===== config.mk =====
export PLATFORM = sky130hd
export DESIGN_NAME = addition_result_serializer
export DESIGN_NICKNAME = d
export VERILOG_FILES = /design/src/rtl/addition_pkg.sv /design/src/rtl/addition_result_serializer.sv
export SDC_FILE = /design/constraint.sdc
export NUM_CORES = 1
export LEC_CHECK = 0
export BUFFER_PORTS_ARGS = -buffer_cell sky130_fd_sc_hd__buf_4
export CAP_MARGIN = 20
export CORE_MARGIN = 2
export CORE_UTILIZATION = 25
export CTS_BUF_LIST = sky130_fd_sc_hd__clkbuf_8
export CTS_CLUSTER_SIZE = 20
export DETAILED_ROUTE_END_ITERATION = 12
export HOLD_SLACK_MARGIN = 0.05
export PLACE_DENSITY = 0.45
export SYNTH_ARGS = -nofsm -noshare
export SYNTH_HDL_FRONTEND = slang
export SYNTH_SLANG_ARGS = --single-unit

===== constraint.sdc =====
create_clock -name clk -period 1.7 [get_ports clk]
set_input_delay 0.17 -clock clk [delete_from_list [all_inputs] [get_ports clk]]
set_output_delay 0.17 -clock clk [all_outputs]
set_load 0.05 [all_outputs]

===== src/rtl/addition_pkg.sv =====
`default_nettype none
// ============================================================================
//  Module      : addition_pkg
//  Description : Shared definitions for the adder-kernel result serializer:
//                default lane geometry, lane-index width helper and the
//                serializer state encoding.
//  Revision    : 1.0 - initial release
// ============================================================================
package addition_pkg;

  // Default geometry of one result vector produced by the adder kernel.
  localparam int LANES_DEF   = 8;
  localparam int WIDTH_DEF   = 8;
  localparam int COUNT_W_DEF = 16;

  // Width of an index that selects one lane out of LANES lanes.
  // Never returns less than 1 so that a 1-bit index still exists.
  function automatic int lane_idx_width(input int lanes);
    return (lanes < 2) ? 1 : $clog2(lanes);
  endfunction

  localparam int LANE_IDX_W = lane_idx_width(LANES_DEF);

  // IDLE: nothing buffered, ready for a vector.
  // SEND: a captured vector is being emitted lane by lane.
  typedef enum logic [0:0] {
    IDLE = 1'b0,
    SEND = 1'b1
  } ser_state_t;

endpackage : addition_pkg
`default_nettype wire


===== src/rtl/addition_result_serializer.sv =====
`default_nettype none
// ============================================================================
//  Module      : addition_result_serializer
//  Description : Captures one LANES x WIDTH result vector through a
//                valid/ready handshake and replays it lane by lane (lane 0
//                first) on a WIDTH-bit valid/ready stream with a last flag.
//                A new vector may be captured on the last-beat cycle of the
//                current one, giving gap-free back-to-back streaming.
//
//  Ports       : clk        - sole clock, rising edge
//                rst        - synchronous active-high reset
//                in_data    - result vector, lane i at [i*WIDTH +: WIDTH]
//                in_valid   - in_data holds a valid vector
//                in_ready   - vector is accepted this cycle
//                out_data   - current lane value (zero when idle)
//                out_valid  - out_data is valid
//                out_ready  - downstream accepts out_data
//                out_last   - current beat is lane LANES-1
//                vec_count  - number of fully emitted vectors (wrapping)
//  Revision    : 1.0 - initial release
// ============================================================================
module addition_result_serializer
  import addition_pkg::*;
#(
  parameter int LANES   = LANES_DEF,
  parameter int WIDTH   = WIDTH_DEF,
  parameter int COUNT_W = COUNT_W_DEF
) (
  input  logic                   clk,
  input  logic                   rst,
  input  logic [LANES*WIDTH-1:0] in_data,
  input  logic                   in_valid,
  output logic                   in_ready,
  output logic [WIDTH-1:0]       out_data,
  output logic                   out_valid,
  input  logic                   out_ready,
  output logic                   out_last,
  output logic [COUNT_W-1:0]     vec_count
);

  localparam int                  c_IDX_W    = lane_idx_width(LANES);
  localparam logic [c_IDX_W-1:0]  c_LAST_IDX = c_IDX_W'(LANES - 1);

  // --------------------------------------------------------------------------
  // State and next-state signals
  // --------------------------------------------------------------------------
  ser_state_t               r_state;
  ser_state_t               w_state_nxt;
  logic [c_IDX_W-1:0]       r_lane_idx;
  logic [c_IDX_W-1:0]       w_lane_idx_nxt;
  logic [LANES*WIDTH-1:0]   r_buffer;
  logic [LANES*WIDTH-1:0]   w_buffer_nxt;
  logic [COUNT_W-1:0]       r_vec_count;
  logic [COUNT_W-1:0]       w_vec_count_nxt;

  logic [WIDTH-1:0]         w_lanes [LANES];
  logic                     w_send;
  logic                     w_at_last;
  logic                     w_capture;
  logic                     w_beat;

  // --------------------------------------------------------------------------
  // Lane view of the buffer, so the output mux is a plain array index.
  // --------------------------------------------------------------------------
  generate
    for (genvar g = 0; g < LANES; g++) begin : g_lanes
      assign w_lanes[g] = r_buffer[g*WIDTH +: WIDTH];
    end
  endgenerate

  // --------------------------------------------------------------------------
  // Handshake decode
  // --------------------------------------------------------------------------
  assign w_send    = (r_state == SEND);
  assign w_at_last = (r_lane_idx == c_LAST_IDX);

  assign out_valid = w_send;
  assign out_last  = w_send && w_at_last;
  assign out_data  = w_send ? w_lanes[r_lane_idx] : '0;

  // Ready either when empty, or when the final beat of the current vector
  // leaves this very cycle; the out_ready -> in_ready combinational path is
  // what removes the bubble between consecutive vectors.
  assign in_ready  = !rst && (!w_send || (w_at_last && out_ready));

  assign w_capture = in_valid && in_ready;
  assign w_beat    = w_send && out_ready;

  assign vec_count = r_vec_count;

  // --------------------------------------------------------------------------
  // Next-state logic
  // --------------------------------------------------------------------------
  always_comb begin
    w_state_nxt     = r_state;
    w_lane_idx_nxt  = r_lane_idx;
    w_buffer_nxt    = r_buffer;
    w_vec_count_nxt = r_vec_count;

    case (r_state)
      IDLE: begin
        if (w_capture) begin
          w_buffer_nxt   = in_data;
          w_lane_idx_nxt = '0;
          w_state_nxt    = SEND;
        end
      end

      SEND: begin
        if (w_beat) begin
          if (!w_at_last) begin
            w_lane_idx_nxt = r_lane_idx + c_IDX_W'(1);
          end else begin
            w_vec_count_nxt = r_vec_count + COUNT_W'(1);
            w_lane_idx_nxt  = '0;
            if (w_capture) begin
              // Reload on the last beat and keep streaming.
              w_buffer_nxt = in_data;
              w_state_nxt  = SEND;
            end else begin
              w_state_nxt  = IDLE;
            end
          end
        end
      end

      default: begin
        w_state_nxt    = IDLE;
        w_lane_idx_nxt = '0;
      end
    endcase
  end

  // --------------------------------------------------------------------------
  // State register
  // --------------------------------------------------------------------------
  always_ff @(posedge clk) begin
    if (rst) begin
      r_state     <= IDLE;
      r_lane_idx  <= '0;
      r_buffer    <= '0;
      r_vec_count <= '0;
    end else begin
      r_state     <= w_state_nxt;
      r_lane_idx  <= w_lane_idx_nxt;
      r_buffer    <= w_buffer_nxt;
      r_vec_count <= w_vec_count_nxt;
    end
  end

endmodule : addition_result_serializer
`default_nettype wire

# Yosys cells after proc, flatten, opt, wreduce, memory -nomap -nowiden

Cells that the tools add are included.

Bitwise gates (word level): 2
$add $sub $neg: 2
Equality and inequality tests: 4
Order comparisons: 1
Div/mod/pow operators: 0
Shifts and indexed selects: 0
Muxes and demuxes: 16
$mul: 0
Reduce and logical (&&, ||, !) cells: 11

Operators by type and width:

| operator                                                                 | count |
|---|---|
| 64-bit 2-to-1 mux                                                        | 3 |
| 64-bit case mux with 2 select lines                                      | 1 |
| 8-bit binary-select mux with 3-bit select                                | 1 |
| 8-bit 2-to-1 mux                                                         | 3 |
| 16-bit by 1-bit adder with 16-bit output (second input constant)         | 1 |
| 3-bit 2-to-1 mux                                                         | 3 |
| 3-bit case mux with 2 select lines                                       | 1 |
| 1-bit logical AND                                                        | 5 |
| 4-bit greater-or-equal comparator (second input constant)                | 1 |
| 2-bit by 1-bit inequality test with 1-bit output (second input constant) | 2 |
| 3-bit NOT with 4-bit output                                              | 1 |
| 2-bit AND reduction                                                      | 2 |
| 3-bit by 1-bit adder with 3-bit output (second input constant)           | 1 |
| 3-bit equality test (second input constant)                              | 1 |
| 1-bit 2-to-1 mux                                                         | 3 |
| 3-bit AND reduction                                                      | 1 |
| 1-bit zero test                                                          | 2 |
| 2-bit inequality test (second input constant)                            | 1 |
| 1-bit case mux with 2 select lines                                       | 1 |
| 1-bit logical OR                                                         | 1 |
| 1-bit NOT                                                                | 1 |

Output and inout bits: 27
Memory bits (writable): 0
Word-level logic and storage cells: 40
Latch bits: 0
ROM bits: 0
Memories kept: 0
Register bits after elaboration: 84

# Logic depth before layout (Yosys ltp)

Word-level depth: 9
Mapped depth: 9
Gate-level depth less buffers: 6

# Worst setup path after synthesis

OpenSTA, ideal clock, no wires.

Kind: register to output
Start: register r_lane_idx[1]
End: output port out_data[6]
Arrival: 1.847 ns
Slack: -0.317 ns
Cell stages (with the launch flop): 6
Cell sequence: dfxtp_1 -> buf_2 -> clkbuf_1 -> mux4_2 -> mux2i_1 -> nor2b_1

Cells in the longest elaborated chain, start to end: 5

Ends and longest elaborated chain:

| item                                                | line                              | RTL |
|---|---|---|
| from (decl)                                         | addition_result_serializer.sv:49  | `logic [c_IDX_W-1:0] r_lane_idx;` |
| from (signal assigned)                              | addition_result_serializer.sv:145 | `r_lane_idx <= w_lane_idx_nxt;` |
| 3-bit NOT with 4-bit output (not written as such)   | addition_result_serializer.sv:79  | `assign out_data = w_send ? w_lanes[r_lane_idx] : '0;` |
| 8-bit binary-select mux with 3-bit select           | addition_result_serializer.sv:79  |  |
| 8-bit 2-to-1 mux (not written as such) (2 in a row) | addition_result_serializer.sv:79  |  |
| 8-bit 2-to-1 mux                                    | addition_result_serializer.sv:79  |  |
| to (decl)                                           | addition_result_serializer.sv:34  | `output logic [WIDTH-1:0] out_data,` |

No other way between the ends. The select of a mux whose other input is x is not followed.

# Worst setup path after layout

Start: register r_lane_idx[0]
End: output port out_data[0]

Same word-level chain as after synthesis.

==> reports/qor.txt <==
share of flip-flops with an asynchronous set or reset - 0%
most common cell after layout, fill and taps aside - buf_4
EDFF count, synth - 0
worst path required time - 1530 ps
input/output buffers - 94
failing checks - setup timing
DRC - 0
Worst R2R Setup Slack - -230 ps
Crit Path Max Fanout - 4
initial antenna violation count - 0
clk buf depth - 2
Register-to-Register Path Depth - 9
ANT cells - 0
transition time of the tightest slew-check pin - 304.9 ps
Syn-to-layout area delta - 65.74%
clock period minus final worst setup slack - 2060 ps
GP Congestion - 0.7419
fillers - 1497
clock slew at reported path FFs - 80 ps
HPWL Detailed - 7737 µm
Max-Cap Viols - 0
maximum vdd drop - 0.0003642 V
final worst path period share - 121.2%
most frequent cells in the layout - 110 x buf_4, 72 x dfxtp_1, 67 x nand2_1
first-pass GRT wire length - 18490 µm
H-tree Lvls - 3
post-layout util - 42.12%
Worst Setup Path Type - register to output port
yosys warns - 0
crit path from - r_lane_idx[0]
post-synthesis sequential area ratio - 43.85%
cell area after synthesis - 0.003835 mm²
PD cells - 718.2 mW/mm²
startpoint type of the worst setup path - register
Initial Utilization - 25.41%
DR pass1 iterations - 4
Synth cell types - 39
CTS Buf Count - 9
Rel. slew slack - 79.67%
fmax - 485.3 MHz
hold crit path type - input port to register
Final WS setup - -360.4 ps
Critical R2R Launch - r_lane_idx[0]
clk sinks - 84
DR vias - 3540
Hold Fails Final Rpt - 0
Die X - 127.9 µm
global-route usage over all layers - 14.85%
Synth Flop Type - dfxtp_1
number of max-slew violations in the final report - 0
Site Rows - 45
grt ovf - 0
I/O pin total - 95
worst slack, placed - -113.7 ps
RSZ-0062 raised after global routing - true
root buf cell - clkbuf_8
setup violators final - 79
Critical R2R Capture - r_buffer[32]
largest net degree at the start of global routing - 37
Nets - 670
First DRT Iteration DRCs - 119
Post-Syn Instances - 421
Leakage - 2.488 nW
arrival time worst endpoint - 1890 ps
number of global-route vias before repair - 3670
Syn Nets - 492
Synth Register Bits - 84
outcome - finished, violations left
setup TNS - -13010 ps
Via-to-Cell Ratio - 4.470
Mean Syn Cell Area - 9.109 µm²
post-route ant nets - 0
share of layout cells above drive strength 1 - 35.10%
worst skew pair latency - 370 ps
crit path to - out_data[0]
core area - 0.01509 mm²
CTS tree - built
Worst Skew - 7.379 ps
Die Ht - 127.9 µm
routed wire length - 11680 µm
post-DR wirelength/cell - 14.75 µm
total die area - 0.01635 mm²
Worst setup EP type - output port
==> what timing repair did <==
| item | 4_1_cts | 5_1_grt |
|---|---|---|
| hold endpoints to repair | 64 | 0 |
| pin swaps | 1 | 0 |
| resized for setup | 34 | 9 |
| buffers inserted | 8 | 0 |
| setup endpoints to repair | 75 | 84 |
| hold buffers | 64 | 0 |
| gates cloned | 7 | 1 |
==> per-layer routing <==
metal	track usage (%)	share of wire, %	up-vias
met4	4.460	1.2	0
met2	27.05	52	72
met1	17.25	43	1662
met5	0	0	-
met3	3.506	3.3	10
li1	-	-	1796
==> layout make-up <==
class / instances / area (µm²) / share of cell area [%]
Clock buffer: 11 / 151.4 / 2.382
Clock inverter: 5 / 76.32 / 1.201
Inverter: 2 / 7.507 / 0.1181
Multi-Input combinational cell: 302 / 2210 / 34.76
Sequential cell: 84 / 1704 / 26.81
Tap cell: 188 / 235.2 / 3.701
Timing Repair Buffer: 200 / 1972 / 31.02
==> flip-flops by register name, indices dropped and copies added (netlist names) <==
name and cells:
out_valid 1, r_buffer 64, r_lane_idx 3, vec_count 16
==> cell families (layout without fill, tap and decap cells) <==
logic type	count (synthesis)	count (layout)	share of synthesized area, %
fa+ha+maj	3	3	0.9789
buf+inv	35	218	5.090
mux	26	26	12.04
simple gates	184	184	24.99
flops	84	84	43.85
xor+xnor	10	10	2.284
compound gates	79	79	10.77
==> how the worst min path moves through the flow <==
stage,startpoint,end,slack (ps),cells after the start
floorplan,in_data[0],r_buffer[0],280,2
global placement,in_data[58],r_buffer[58],370,3
detailed placement,in_data[58],r_buffer[58],370,3
CTS,in_data[3],r_buffer[3],50,3
global route,in_data[3],r_buffer[3],60,3
finish,in_data[3],r_buffer[3],60,3
==> cell usage after synthesis, types with 3 or more instances <==
library cell,number,area share [%]
nand3_1,5,0.65
a21oi_1,7,0.91
nor3_1,3,0.39
mux2i_1,9,2.3
buf_2,8,1.0
nor2b_1,9,1.5
nand2b_1,64,10
mux4_2,16,9.4
nand2_1,68,6.7
nor2_1,16,1.6
o21ai_0,60,7.8
o21ai_1,6,0.78
dfxtp_1,84,44
xor2_1,6,1.4
buf_4,4,0.78
buf_6,5,1.5
xnor2_1,4,0.91
ha_1,3,0.98
clkbuf_1,14,1.4
nand4_1,3,0.49
==> critical path, cell delays in order, from the launching register on <==
cell       delay (ps)
dfxtp_4           420
clkbuf_16         170
mux4_2            540
mux2i_4           180
nor2b_4            60
buf_6             150
==> through the flow <==
stage | hold slack, ps | total power, mW | instances | instance area, µm²
after floorplan | 278.6 | 2.475 | 421 | 3954
after global placement | 366.0 | 2.729 | 696 | 4971
after detailed placement | 371.8 | 2.733 | 696 | 4971
after CTS | 50.15 | 4.617 | 791 | 6267
after global routing | 58.39 | 4.777 | 792 | 6356
final | 64.83 | 4.565 | 792 | 6356
==> power by group <==
part	switching [mW]	total [mW]	internal, mW
Clock	0.735	1.64	0.901
Combinational	0.307	0.791	0.484
Sequential	0.0675	2.14	2.07
Note: power is estimated with default switching activity, not from simulation.
